File: src/rtl/al4s3b_wb_pkg.sv
// -----------------------------------------------------------------------------
// al4s3b_wb_pkg
// Shared definitions for the fabric Wishbone initiator:
//   - wb_state_e             : initiator FSM encoding (IDLE / BUS / RESP)
//   - TIMEOUT_CYCLES_DEF     : default bus cycles without ACK before abort
//   - TIMEOUT_READ_VALUE_DEF : default data returned on a timed-out access
//   - BYTE_STB_W             : byte-strobe width of the 32-bit fabric bus
// -----------------------------------------------------------------------------
package al4s3b_wb_pkg;

  typedef enum logic [1:0] {
    ST_IDLE = 2'd0,
    ST_BUS  = 2'd1,
    ST_RESP = 2'd2
  } wb_state_e;

  localparam int          TIMEOUT_CYCLES_DEF     = 7;
  localparam logic [31:0] TIMEOUT_READ_VALUE_DEF = 32'hBAD_FAB_AC;
  localparam int          BYTE_STB_W             = 4;

endpackage

File: src/rtl/al4s3b_wb_timeout_cntr.sv
// -----------------------------------------------------------------------------
// al4s3b_wb_timeout_cntr
// Counts bus cycles spent waiting for ACK and flags the abort cycle.
//   clk_i      : clock
//   rst_i      : synchronous active-high reset
//   clr_i      : hold the count at zero (asserted whenever no bus cycle runs)
//   en_i       : a bus cycle is running and no ACK was seen this cycle
//   expired_o  : this is the last permitted wait cycle; abort at this edge
// -----------------------------------------------------------------------------
module al4s3b_wb_timeout_cntr #(
  parameter int WIDTH = 3,
  parameter int LIMIT = 7
) (
  input  logic clk_i,
  input  logic rst_i,
  input  logic clr_i,
  input  logic en_i,
  output logic expired_o
);

  logic [WIDTH-1:0] cnt_q, cnt_d;

  always_comb begin
    cnt_d = cnt_q;
    if (clr_i)     cnt_d = '0;
    else if (en_i) cnt_d = cnt_q + 1'b1;
  end

  always_ff @(posedge clk_i) begin
    if (rst_i) cnt_q <= '0;
    else       cnt_q <= cnt_d;
  end

  // Count 0 is the first bus cycle, so LIMIT-1 is the LIMIT-th cycle.
  assign expired_o = en_i && (cnt_q == WIDTH'(LIMIT - 1));

endmodule

File: src/rtl/al4s3b_wb_initiator.sv
// -----------------------------------------------------------------------------
// al4s3b_wb_initiator
// Turns single-word requests from a valid/ready command port into Wishbone
// classic cycles and returns read data / error on a valid/ready response port.
//
// Optional feature: define WB_INITIATOR_TIMEOUT_EN to add the no-ACK timeout
// abort path. Without it the bus waits for ACK forever and Rsp_Err_o is 0.
//
// Ports:
//   WBs_CLK_i / WBs_RST_i          clock, synchronous active-high reset
//   Req_*                          command port (Valid/Ready, WE, ADR, STB, DAT)
//   Rsp_*                          response port (Valid/Ready, DAT, Err)
//   WBm_*                          Wishbone initiator bus
//   Txn_Cnt_o                      completed transactions, wrapping 16-bit
// All outputs come straight from registers.
// -----------------------------------------------------------------------------
module al4s3b_wb_initiator
  import al4s3b_wb_pkg::*;
#(
  parameter int                   ADDRWIDTH          = 17,
  parameter int                   DATAWIDTH          = 32,
  parameter int                   TIMEOUT_CNTR_WIDTH = 3,
  parameter int                   TIMEOUT_CYCLES     = TIMEOUT_CYCLES_DEF,
  parameter logic [DATAWIDTH-1:0] TIMEOUT_READ_VALUE = DATAWIDTH'(TIMEOUT_READ_VALUE_DEF)
) (
  input  logic                  WBs_CLK_i,
  input  logic                  WBs_RST_i,
  input  logic                  Req_Valid_i,
  output logic                  Req_Ready_o,
  input  logic                  Req_WE_i,
  input  logic [ADDRWIDTH-1:0]  Req_ADR_i,
  input  logic [BYTE_STB_W-1:0] Req_BYTE_STB_i,
  input  logic [DATAWIDTH-1:0]  Req_DAT_i,
  output logic                  Rsp_Valid_o,
  input  logic                  Rsp_Ready_i,
  output logic [DATAWIDTH-1:0]  Rsp_DAT_o,
  output logic                  Rsp_Err_o,
  output logic [ADDRWIDTH-1:0]  WBm_ADR_o,
  output logic                  WBm_CYC_o,
  output logic                  WBm_STB_o,
  output logic                  WBm_WE_o,
  output logic                  WBm_RD_o,
  output logic [BYTE_STB_W-1:0] WBm_BYTE_STB_o,
  output logic [DATAWIDTH-1:0]  WBm_DAT_o,
  input  logic [DATAWIDTH-1:0]  WBm_DAT_i,
  input  logic                  WBm_ACK_i,
  output logic [15:0]           Txn_Cnt_o
);

  if (TIMEOUT_CYCLES < 1 || TIMEOUT_CYCLES > (2**TIMEOUT_CNTR_WIDTH) - 1) begin : g_bad_timeout_cfg
    $error("TIMEOUT_CYCLES must lie in 1..2**TIMEOUT_CNTR_WIDTH-1");
  end

  wb_state_e             state_q, state_d;
  logic                  ready_q, ready_d;
  logic                  cyc_q, cyc_d;
  logic                  we_q, we_d;
  logic                  rd_q, rd_d;
  logic [ADDRWIDTH-1:0]  adr_q, adr_d;
  logic [BYTE_STB_W-1:0] stb_q, stb_d;
  logic [DATAWIDTH-1:0]  wdat_q, wdat_d;
  logic                  rsp_valid_q, rsp_valid_d;
  logic [DATAWIDTH-1:0]  rsp_dat_q, rsp_dat_d;
  logic                  err_q, err_d;
  logic [15:0]           txn_cnt_q, txn_cnt_d;
  logic                  timeout_hit;

`ifdef WB_INITIATOR_TIMEOUT_EN
  al4s3b_wb_timeout_cntr #(
    .WIDTH (TIMEOUT_CNTR_WIDTH),
    .LIMIT (TIMEOUT_CYCLES)
  ) u_timeout_cntr (
    .clk_i     (WBs_CLK_i),
    .rst_i     (WBs_RST_i),
    .clr_i     (state_q != ST_BUS),
    .en_i      ((state_q == ST_BUS) && !WBm_ACK_i),
    .expired_o (timeout_hit)
  );
`else
  assign timeout_hit = 1'b0;
`endif

  // NOTE: every signal gets its hold value before the case statement, so no
  // path through the block leaves a variable unassigned and no latch appears.
  always_comb begin
    state_d     = state_q;
    ready_d     = ready_q;
    cyc_d       = cyc_q;
    we_d        = we_q;
    rd_d        = rd_q;
    adr_d       = adr_q;
    stb_d       = stb_q;
    wdat_d      = wdat_q;
    rsp_valid_d = rsp_valid_q;
    rsp_dat_d   = rsp_dat_q;
    err_d       = err_q;
    txn_cnt_d   = txn_cnt_q;

    unique case (state_q)
      ST_IDLE: begin
        if (Req_Valid_i) begin
          state_d = ST_BUS;
          ready_d = 1'b0;
          cyc_d   = 1'b1;
          we_d    = Req_WE_i;
          rd_d    = !Req_WE_i;
          // Word-aligned bus address; the low byte-lane bits are dropped.
          adr_d   = Req_ADR_i & ~ADDRWIDTH'(3);
          stb_d   = Req_WE_i ? Req_BYTE_STB_i : '1;
          wdat_d  = Req_DAT_i;
        end
      end

      ST_BUS: begin
        // ACK takes priority over an expiry in the same cycle.
        if (WBm_ACK_i) begin
          state_d     = ST_RESP;
          cyc_d       = 1'b0;
          rd_d        = 1'b0;
          rsp_valid_d = 1'b1;
          rsp_dat_d   = we_q ? '0 : WBm_DAT_i;
          err_d       = 1'b0;
        end else if (timeout_hit) begin
          state_d     = ST_RESP;
          cyc_d       = 1'b0;
          rd_d        = 1'b0;
          rsp_valid_d = 1'b1;
          rsp_dat_d   = TIMEOUT_READ_VALUE;
          err_d       = 1'b1;
        end
      end

      ST_RESP: begin
        if (Rsp_Ready_i) begin
          state_d     = ST_IDLE;
          ready_d     = 1'b1;
          rsp_valid_d = 1'b0;
          txn_cnt_d   = txn_cnt_q + 16'd1;
        end
      end

      default: begin
        state_d     = ST_IDLE;
        ready_d     = 1'b1;
        cyc_d       = 1'b0;
        rd_d        = 1'b0;
        rsp_valid_d = 1'b0;
      end
    endcase
  end

  // NOTE: state registers use non-blocking assignments so every register
  // samples the pre-edge values regardless of statement order.
  always_ff @(posedge WBs_CLK_i) begin
    if (WBs_RST_i) begin
      state_q     <= ST_IDLE;
      ready_q     <= 1'b1;
      cyc_q       <= 1'b0;
      we_q        <= 1'b0;
      rd_q        <= 1'b0;
      adr_q       <= '0;
      stb_q       <= '0;
      wdat_q      <= '0;
      rsp_valid_q <= 1'b0;
      rsp_dat_q   <= '0;
      err_q       <= 1'b0;
      txn_cnt_q   <= '0;
    end else begin
      state_q     <= state_d;
      ready_q     <= ready_d;
      cyc_q       <= cyc_d;
      we_q        <= we_d;
      rd_q        <= rd_d;
      adr_q       <= adr_d;
      stb_q       <= stb_d;
      wdat_q      <= wdat_d;
      rsp_valid_q <= rsp_valid_d;
      rsp_dat_q   <= rsp_dat_d;
      err_q       <= err_d;
      txn_cnt_q   <= txn_cnt_d;
    end
  end

  assign Req_Ready_o    = ready_q;
  assign Rsp_Valid_o    = rsp_valid_q;
  assign Rsp_DAT_o      = rsp_dat_q;
  assign Rsp_Err_o      = err_q;
  assign WBm_ADR_o      = adr_q;
  assign WBm_CYC_o      = cyc_q;
  assign WBm_STB_o      = cyc_q;
  assign WBm_WE_o       = we_q;
  assign WBm_RD_o       = rd_q;
  assign WBm_BYTE_STB_o = stb_q;
  assign WBm_DAT_o      = wdat_q;
  assign Txn_Cnt_o      = txn_cnt_q;

endmodule

File: config.mk
export PLATFORM = sky130hd
export DESIGN_NAME = al4s3b_wb_initiator
export DESIGN_NICKNAME = d
export VERILOG_FILES = /design/src/rtl/al4s3b_wb_pkg.sv /design/src/rtl/al4s3b_wb_timeout_cntr.sv /design/src/rtl/al4s3b_wb_initiator.sv
export SDC_FILE = /design/constraint.sdc
export NUM_CORES = 1
export LEC_CHECK = 0
export CAP_MARGIN = 5
export CORE_AREA = 2 2 100 102
export CTS_CLUSTER_DIAMETER = 40
export CTS_CLUSTER_SIZE = 10
export DETAILED_ROUTE_END_ITERATION = 16
export DIE_AREA = 0 0 102 104
export MAX_ROUTING_LAYER = met4
export PLACE_DENSITY_LB_ADDON = 0.15
export SETUP_SLACK_MARGIN = 0.1
export SLEW_MARGIN = 20
export SYNTH_ARGS = -nofsm -noshare
export SYNTH_HDL_FRONTEND = slang
export SYNTH_SLANG_ARGS = --single-unit
File: constraint.sdc
create_clock -name WBs_CLK_i -period 4.4 [get_ports WBs_CLK_i]
set_input_delay 0.66 -clock WBs_CLK_i [delete_from_list [all_inputs] [get_ports WBs_CLK_i]]
set_output_delay 0.66 -clock WBs_CLK_i [all_outputs]
set_load 0.05 [all_outputs]
==> results_dict.tcl, run 1 <==
set metrics [dict create \
    port_buffers 193 \
    p_per_area_nw_per_um2 340 \
    grt_pass1_vias 3632 \
    outcome "finished clean" \
    max_freq_ghz 0.393 \
    pre_cts_slack_ns 1.63 \
    multiInputGateArea_um2 1720 \
    tns_ns 0 \
    path_max_fanout 34 \
    wire_per_inst_um 13.8 \
    cts_resized 0 \
    postCtsSetupBuffers 0 \
    grt_max_degree 107 \
    root_buffer "clkbuf_8" \
    routed_wl_mm 10.9 \
    hold_buffers 0 \
    cp.arrival_ns 1.88 \
    yosys_warnings 0 \
    hold_class "reg2reg" \
    fillers 850 \
    yosysTopAreaCellShare_pct 52.7 \
    synthCells 487 \
    fin_ws_ns 1.86 \
    ir_drop_v 0.000166 \
    hold_violations 0 \
    antenna_found_initial 0 \
    hpwlAfterDp_mm 7.63 \
    path_class "reg2out" \
    ys_ff_latch 106 \
    grt_setup_unrepaired "false" \
    avgViaCountPerCell 4.84 \
    yosysTopAreaCell "dfxtp_1" \
    clk_path_buf_depth 2 \
    die_area_um2 10600 \
    max_cap_viol_count 0 \
    synthTopCellsByArea "dfxtp_1 53%, a21oi_1 11%, nand2_1 9.2%" \
    die_w_um 102 \
    clk_pin_slew_ns 0.09 \
    cts_tree "built" \
    htreeDepth 3 \
    cts.sink_count 106 \
    synth_area_um2 4030 \
    seq_area_um2 2120 \
    drt_drc_violations_left 0 \
    crit_chain "buf_4 > clkdlybuf4s50_1" \
    maxSlewHeadroom_pct 27.3 \
    clk_latency_ns 0.35 \
    finalSetupViolCount 0 \
    area_delta_synth_final_pct 53.9 \
    cp.required_ns 3.74 \
    max_stage_delay_ns 0.88 \
    initial_core_util_pct 42.2 \
    drt_pass1_iterations 4 \
    worst_pin_slew_ns 1.09 \
    fin_skew_ns 0.00724 \
    rows 36 \
    grt_overflow 0 \
    drv_slew 0 \
    post-route-period-util_pct 57.8 \
    tritoncts.num_buffers 9 \
    synth_cell_type_count 37 \
    core_area_um2 9550 \
    grt_pass1_wl_mm 17.4 \
    vias 3828 \
    drive_above_1_share_pct 3.04 \
    drtIter0Drc 141 \
    diodes 0 \
    place_congestion 0.778 \
    cp-end-kind "primary output" \
    critPathLaunchType "register" \
    ant_nets 0 \
    final.min_clock_period_ns 2.54 \
    fin_nets 747 \
    synth-seq-area-share_pct 52.7 \
    die_y_um 104 \
    p_leak_uw 0.00221 \
    syn_area_per_cell_um2 8.27 \
    grtUsageTotal_pct 20.9 \
    worst_path_max_delay_cell "clkdlybuf4s50_1" \
    io_pins 199 \
]
## where the power goes
part / internal [uW] / switching, uW
logic: 190 / 290
registers: 1010 / 25.4
clock network: 289 / 308
total: 1480 / 624
## metal layers
layer	part of all wire [%]	track usage, %
met1	44	26.4
met2	48	33.3
met3	6.0	4.64
met4	1.1	6.67
met5	0	-
## cell families (layout without fill, tap and decap cells)
logic type	after synthesis	in the layout	synth area share (%)
xor+xnor	10	10	2.17
fa+ha+maj	1	1	0.311
simple gates	225	225	27.1
mux	1	1	0.248
flops	106	106	52.7
buf+inv	44	213	4.84
other cells	1	3	0.0931
compound gates	99	99	12.6
## worst max-delay path: cells and delay by family (launching register included)
kind	cells	cell delay (ns)
flip-flops	1	0.32
buffers and inverters	2	1.20
## state kept, by name, summed over array words and instances, names as in the netlist
name / count
Req_Ready_o: 1
Rsp_DAT_o: 32
Rsp_Valid_o: 1
Txn_Cnt_o: 16
WBm_ADR_o: 15
WBm_BYTE_STB_o: 4
WBm_CYC_o: 1
WBm_DAT_o: 32
WBm_RD_o: 1
WBm_WE_o: 1
state_q: 2
## cells in the mapped netlist (all sizes together)
master	instances
nor4	2
mux2i	1
o21a	1
nand4	6
o22ai	1
and2	1
a211oi	1
o21ai	4
xor2	5
o21bai	1
nor3	4
a21oi	90
dfxtp	106
nand3	6
nand2b	6
nand2	99
and3	1
and4b	1
or3	4
xnor2	5
and3b	1
or2	1
inv	3
conb	1
buf	14
nand4b	1
nor2	51
nand3b	2
nor3b	36
ha	1
o31ai	1
clkbuf	27
and4	2
or4	1
## area by class of cell
cell class,instances,share of cell area (%)
sequential,106,34.2
timing repair buffer,196,32.0
multi-input combinational,339,27.8
tap,133,2.68
clock buffer,12,2.50
clock inverter,2,0.605
inverter,3,0.182
## metrics by stage
step                cells  instance area, um2  total power [uW]  hold WS [ns]  utilization (%)
finish                791                6200              2110         0.455             64.9
global route          791                6200              2200         0.479             64.9
CTS                   791                6200              2140         0.459             64.9
detailed placement    777                6010              1540         0.447             62.9
global placement      776                5980              1520         0.441             62.6
floorplan             489                4040              1340         0.540                -
## final timing paths
check                     from      endpoint  slack, ns  cells after the start
setup reg to reg    state_q[1]  Rsp_DAT_o[6]       2.23                      5
setup / recovery      WBm_WE_o      WBm_WE_o       1.86                      2
hold / removal    WBm_ADR_o[8]  WBm_ADR_o[8]       0.45                      2
hold reg to reg   WBm_ADR_o[8]  WBm_ADR_o[8]       0.45                      2
## placed cells by master, fill, tap and decap left out, drive strengths merged, types with 5 or more instances in the layout
| cell | count |
|---|---|
| clkdlybuf4s50 | 192 |
| dfxtp | 106 |
| nand2 | 99 |
| a21oi | 90 |
| nor2 | 51 |
| nor3b | 36 |
| clkbuf | 12 |
| nand2b | 6 |
| nand3 | 6 |
| nand4 | 6 |
| xnor2 | 5 |
| xor2 | 5 |
Power figures use the tool's default switching activity.
==> inputs of run 2 (changes only) <==
--- a/config.mk
+++ b/config.mk
@@ -6,11 +6,11 @@
 export NUM_CORES = 1
 export LEC_CHECK = 0
 export CAP_MARGIN = 5
-export CORE_AREA = 2 2 100 102
+export CORE_AREA = 2 2 104 106
 export CTS_CLUSTER_DIAMETER = 40
 export CTS_CLUSTER_SIZE = 10
 export DETAILED_ROUTE_END_ITERATION = 16
-export DIE_AREA = 0 0 102 104
+export DIE_AREA = 0 0 106 108
 export MAX_ROUTING_LAYER = met4
 export PLACE_DENSITY_LB_ADDON = 0.15
 export SETUP_SLACK_MARGIN = 0.1
==> constraint.sdc (replaced) <==
create_clock -name WBs_CLK_i -period 2.35 [get_ports WBs_CLK_i]
set_input_delay 0.3525 -clock WBs_CLK_i [delete_from_list [all_inputs] [get_ports WBs_CLK_i]]
set_output_delay 0.3525 -clock WBs_CLK_i [all_outputs]
set_load 0.05 [all_outputs]
==> run 2 against run 1 <==
  * Power increased by 89%
  * Register-to-register slack worse by 1.7 ns
  * Sequential share of layout area decreased by 0.32 points
  * Largest cell class unchanged
  * Highest routed layer unchanged
==> results_dict.tcl, run 2 (synthesis results as in run 1) <==
set metrics [dict create \
    ant_nets 0 \
    area_delta_synth_final_pct 55.4 \
    drive_above_1_share_pct 4.07 \
    htreeDepth 3 \
    grt_max_degree 93 \
    final_cell_mix "191 x clkdlybuf4s50_1, 106 x dfxtp_1, 99 x nand2_1" \
    ir_drop_v 0.000373 \
    clk_path_buf_depth 2 \
    max_freq_ghz 0.487 \
    die_w_um 106 \
    rows 37 \
    drt_pass1_iterations 4 \
    finalSetupViolCount 0 \
    grt_pass1_vias 3650 \
    cp.required_ns 2.00 \
    hold_class "in2reg" \
    hold_depth 2 \
    drt_drc_violations_left 0 \
    path_class "reg2out" \
    grtUsageTotal_pct 19.1 \
    outcome "finished clean" \
    whs_endpoint "WBm_ADR_o[4]" \
    tns_ns 0 \
    fin_cells 800 \
    worst_pin_slew_ns 0.644 \
    reg2reg_slack_ns 0.51 \
    diodes 0 \
    die_area_um2 11400 \
    grt_overflow 0 \
    ff2ff_path_depth 4 \
    worst_path_max_delay_cell "clkdlybuf4s50_1" \
    port_buffers 193 \
    post-route-period-util_pct 87.5 \
    critical_path.top_delay_family "buffers and inverters" \
    avgViaCountPerCell 4.82 \
    cp.arrival_ns 1.70 \
    cts_resized 0 \
    antenna_found_initial 0 \
    drtIter0Drc 124 \
    final_common_cell "clkdlybuf4s50_1" \
    p_leak_uw 0.00224 \
    place_congestion 0.751 \
    grt_setup_unrepaired "false" \
    hpwlAfterDp_mm 7.60 \
    cp-end-kind "primary output" \
    path_max_fanout 8 \
    critPathBufInv 1 \
    rr_endpoint "WBm_ADR_o[15]" \
    hold_violations 0 \
    fillers 907 \
    root_buffer "clkbuf_8" \
    grt_pass1_wl_mm 17.3 \
    p_per_area_nw_per_um2 637 \
    hold_buffers 0 \
    drv_slew 0 \
    fin_skew_ns 0.0133 \
    cts.sink_count 106 \
    io_pins 199 \
    postCtsSetupBuffers 0 \
    cts_tree "built" \
    crit_start "Txn_Cnt_o[6]" \
    wire_per_inst_um 13.5 \
    worstHoldStart "WBs_RST_i" \
    core_area_um2 10200 \
    maxSlewHeadroom_pct 57.1 \
    final.min_clock_period_ns 2.06 \
    fin_nets 751 \
    vias 3855 \
    max_stage_delay_ns 0.86 \
    r2r-start "state_q[1]" \
    max_cap_viol_count 0 \
    tritoncts.num_buffers 9 \
    die_y_um 108 \
    clk_pin_slew_ns 0.11 \
    routed_wl_mm 10.8 \
    critPathLaunchType "register" \
    clk_latency_ns 0.36 \
    crit_chain "clkdlybuf4s50_1" \
    initial_core_util_pct 39.4 \
    dp.cells 784 \
]
[run 2: routing by layer]
metal / global-route usage, % / vias up / wire, um / share of wire (%)
li1: - / 1953 / - / -
met5: - / - / 0 / 0
met1: 23.0 / 1764 / 4740 / 44
met2: 30.4 / 123 / 5110 / 47
met3: 5.67 / 15 / 806 / 7.4
met4: 7.14 / 0 / 182 / 1.7
[run 2: cell type report]
type / count / area (um2) / share of cell area [%]
sequential: 106 / 2120 / 33.9
timing repair buffer: 200 / 2030 / 32.4
multi-input combinational: 339 / 1720 / 27.5
tap: 136 / 170 / 2.72
clock buffer: 11 / 141 / 2.26
clock inverter: 5 / 61.3 / 0.979
inverter: 3 / 11.3 / 0.180
[run 2: power by group]
part	internal, uW	switching (uW)	total [uW]
registers	1880	53.3	1940
logic	362	538	900
clock network	532	619	1150
total	2780	1210	3990
[run 2: stage by stage]
stage          hold slack, ns  worst slack, ns  util, %  total power (uW)  cell area, um2
2_1_floorplan           0.489            0.543        -              2510            4040
3_3_place_gp            0.441            0.301     59.2              2870            6060
3_5_place_dp            0.446            0.241     59.2              2880            6060
4_1_cts                 0.258            0.273     61.2              4040            6260
5_1_grt                 0.262            0.223     61.2              4160            6260
6_report                0.276            0.295     61.2              3990            6260
[run 2: worst reg2reg max path, stage by stage, from the launching register on]
cell and delay (ns):
dfxtp_1 0.58, or2_2 0.62, buf_4 0.36, nand2_1 0.09
a21oi_1 0.13
[run 2: worst max path at each step]
| stage | depth (start not counted) | endpoint | slack (ns) |
|---|---|---|---|
| global placement | 6 | WBm_DAT_o[0] | 0.30 |
| global route | 1 | Txn_Cnt_o[2] | 0.22 |
| finish | 1 | Txn_Cnt_o[6] | 0.29 |
| CTS | 1 | Txn_Cnt_o[6] | 0.27 |
| detailed placement | 6 | WBm_ADR_o[15] | 0.24 |
| floorplan | 4 | Txn_Cnt_o[15] | 0.54 |
==> inputs of run 3 (changes only) <==
--- a/config.mk
+++ b/config.mk
@@ -6,11 +6,11 @@
 export NUM_CORES = 1
 export LEC_CHECK = 0
 export CAP_MARGIN = 5
-export CORE_AREA = 2 2 104 106
+export CORE_AREA = 2 2 100 102
 export CTS_CLUSTER_DIAMETER = 40
 export CTS_CLUSTER_SIZE = 10
 export DETAILED_ROUTE_END_ITERATION = 16
-export DIE_AREA = 0 0 106 108
+export DIE_AREA = 0 0 102 104
 export MAX_ROUTING_LAYER = met4
 export PLACE_DENSITY_LB_ADDON = 0.15
 export SETUP_SLACK_MARGIN = 0.1
==> constraint.sdc (replaced) <==
create_clock -name WBs_CLK_i -period 2.5 [get_ports WBs_CLK_i]
set_input_delay 0.375 -clock WBs_CLK_i [delete_from_list [all_inputs] [get_ports WBs_CLK_i]]
set_output_delay 0.375 -clock WBs_CLK_i [all_outputs]
set_load 0.05 [all_outputs]
==> run 3 against run 2 <==
  * Wire length shrank 0.95%
  * Global-route usage grew 1.2 points
  * Design area down 1.0%
  * Utilization is 3.7 points higher
  * Hold slack improved by 0.17 ns
  * Register-to-register slack improved by 0.07 ns
  * Critical endpoint unchanged
  * Largest power group unchanged
  * Highest routed layer unchanged
==> results_dict.tcl, run 3 (synthesis results as in run 1) <==
set metrics [dict create \
    hpwlAfterDp_mm 7.65 \
    grt_pass1_wl_mm 16.8 \
    cts_tree "built" \
    drt_drc_violations_left 0 \
    ir_drop_v 0.000277 \
    final_common_cell "clkdlybuf4s50_1" \
    hold_buffers 0 \
    cts_resized 0 \
    area_delta_synth_final_pct 53.8 \
    fin_nets 754 \
    rows 36 \
    fin_skew_ns 0.0104 \
    critical_path.top_delay_family "buffers and inverters" \
    vias 3871 \
    routed_wl_mm 10.7 \
    drv_slew 0 \
    critPathLaunchType "register" \
    stdcell_area_um2 6200 \
    grt_overflow 0 \
    max_cap_viol_count 0 \
    path_class "reg2out" \
    max_freq_ghz 0.482 \
    grt_pass1_vias 3591 \
    hold_class "in2reg" \
    finalSetupViolCount 0 \
    die_w_um 102 \
    p_per_area_nw_per_um2 583 \
    htreeDepth 3 \
    clk_path_buf_depth 2 \
    cts.sink_count 106 \
    grtUsageTotal_pct 20.2 \
    p_leak_uw 0.00222 \
    core_area_um2 9550 \
    root_buffer "clkbuf_8" \
    placed_cell_area_um2 6030 \
    clk_latency_ns 0.36 \
    tns_ns 0 \
    fin_ws_ns 0.424 \
    final.min_clock_period_ns 2.08 \
    die_area_um2 10600 \
    antenna_found_initial 0 \
    port_buffers 193 \
    die_y_um 104 \
    drive_above_1_share_pct 4.20 \
    max_stage_delay_ns 0.86 \
    cp.required_ns 2.12 \
    cp.arrival_ns 1.70 \
    hold_violations 0 \
    ant_nets 0 \
    clk_pin_slew_ns 0.09 \
    avgViaCountPerCell 4.84 \
    crit_chain "clkdlybuf4s50_1" \
    maxSlewHeadroom_pct 63.0 \
    outcome "finished clean" \
    path_max_fanout 8 \
    final_cell_mix "191 x clkdlybuf4s50_1, 106 x dfxtp_1, 99 x nand2_1" \
    postCtsSetupBuffers 0 \
    io_pins 199 \
    diodes 0 \
    grt_setup_unrepaired "false" \
    critPathBufInv 1 \
    drtIter0Drc 137 \
    pre_cts_slack_ns 0.238 \
    drt_pass1_iterations 4 \
    grt_max_degree 44 \
    tritoncts.num_buffers 9 \
    cp-end-kind "primary output" \
    initial_core_util_pct 42.2 \
    wire_per_inst_um 13.4 \
    worst_path_max_delay_cell "clkdlybuf4s50_1" \
    post-route-period-util_pct 83.0 \
    place_congestion 0.800 \
    worst_pin_slew_ns 0.555 \
]
## run 3: cell types whose count changed in the layout (fill, tap and decap cells not counted)
cell | previous run | this run
clkinv_4 | 1 | 0
bufinv_16 | 1 | 0
buf_12 | 4 | 0
inv_6 | 2 | 0
clkinvlp_4 | 0 | 1
clkbuf_8 | 10 | 11
clkbuf_1 | 1 | 2
buf_4 | 5 | 12
## run 3: report_power, final
part	switching (uW)	internal, uW	leakage (uW)
clock network	544	412	0.0000855
logic	510	333	0.00127
registers	43.4	1770	0.000865
total	1100	2520	0.00222
## run 3: worst paths after layout
| kind | to | cells past startpoint | slack [ns] | from |
|---|---|---|---|---|
| setup / recovery | Txn_Cnt_o[6] | 1 | 0.42 | Txn_Cnt_o[6] |
| hold / removal | Rsp_DAT_o[12] | 2 | 0.44 | WBs_RST_i |
| setup reg to reg | WBm_ADR_o[6] | 5 | 0.58 | state_q[0] |
| hold reg to reg | WBm_ADR_o[12] | 2 | 0.46 | WBm_ADR_o[12] |
## run 3: layout make-up
cell class                 instances  area (um2)
clock inverter                     2        12.5
multi-input combinational        339        1720
timing repair buffer             203        2000
fill                             839        3350
sequential                       106        2120
inverter                           3        11.3
tap                              133         166
clock buffer                      13         159
## run 3: metrics by stage
step | std cells | hold slack, ns | total power (uW) | utilization, %
4_1_cts | 799 | 0.425 | 3650 | 64.9
2_1_floorplan | 489 | 0.511 | 2360 | -
6_report | 799 | 0.444 | 3610 | 64.9
5_1_grt | 799 | 0.450 | 3770 | 64.9
3_3_place_gp | 784 | 0.441 | 2690 | 63.1
3_5_place_dp | 784 | 0.446 | 2700 | 63.1
## run 3: layer usage
| layer | GRT usage (%) | vias up | routed length (um) | share of wire, % |
|---|---|---|---|---|
| li1 | - | 1956 | - | - |
| met5 | - | - | 0 | 0 |
| met4 | 8.67 | 0 | 249 | 2.3 |
| met2 | 31.6 | 124 | 4970 | 46 |
| met1 | 24.8 | 1769 | 4800 | 45 |
| met3 | 4.91 | 22 | 707 | 6.6 |
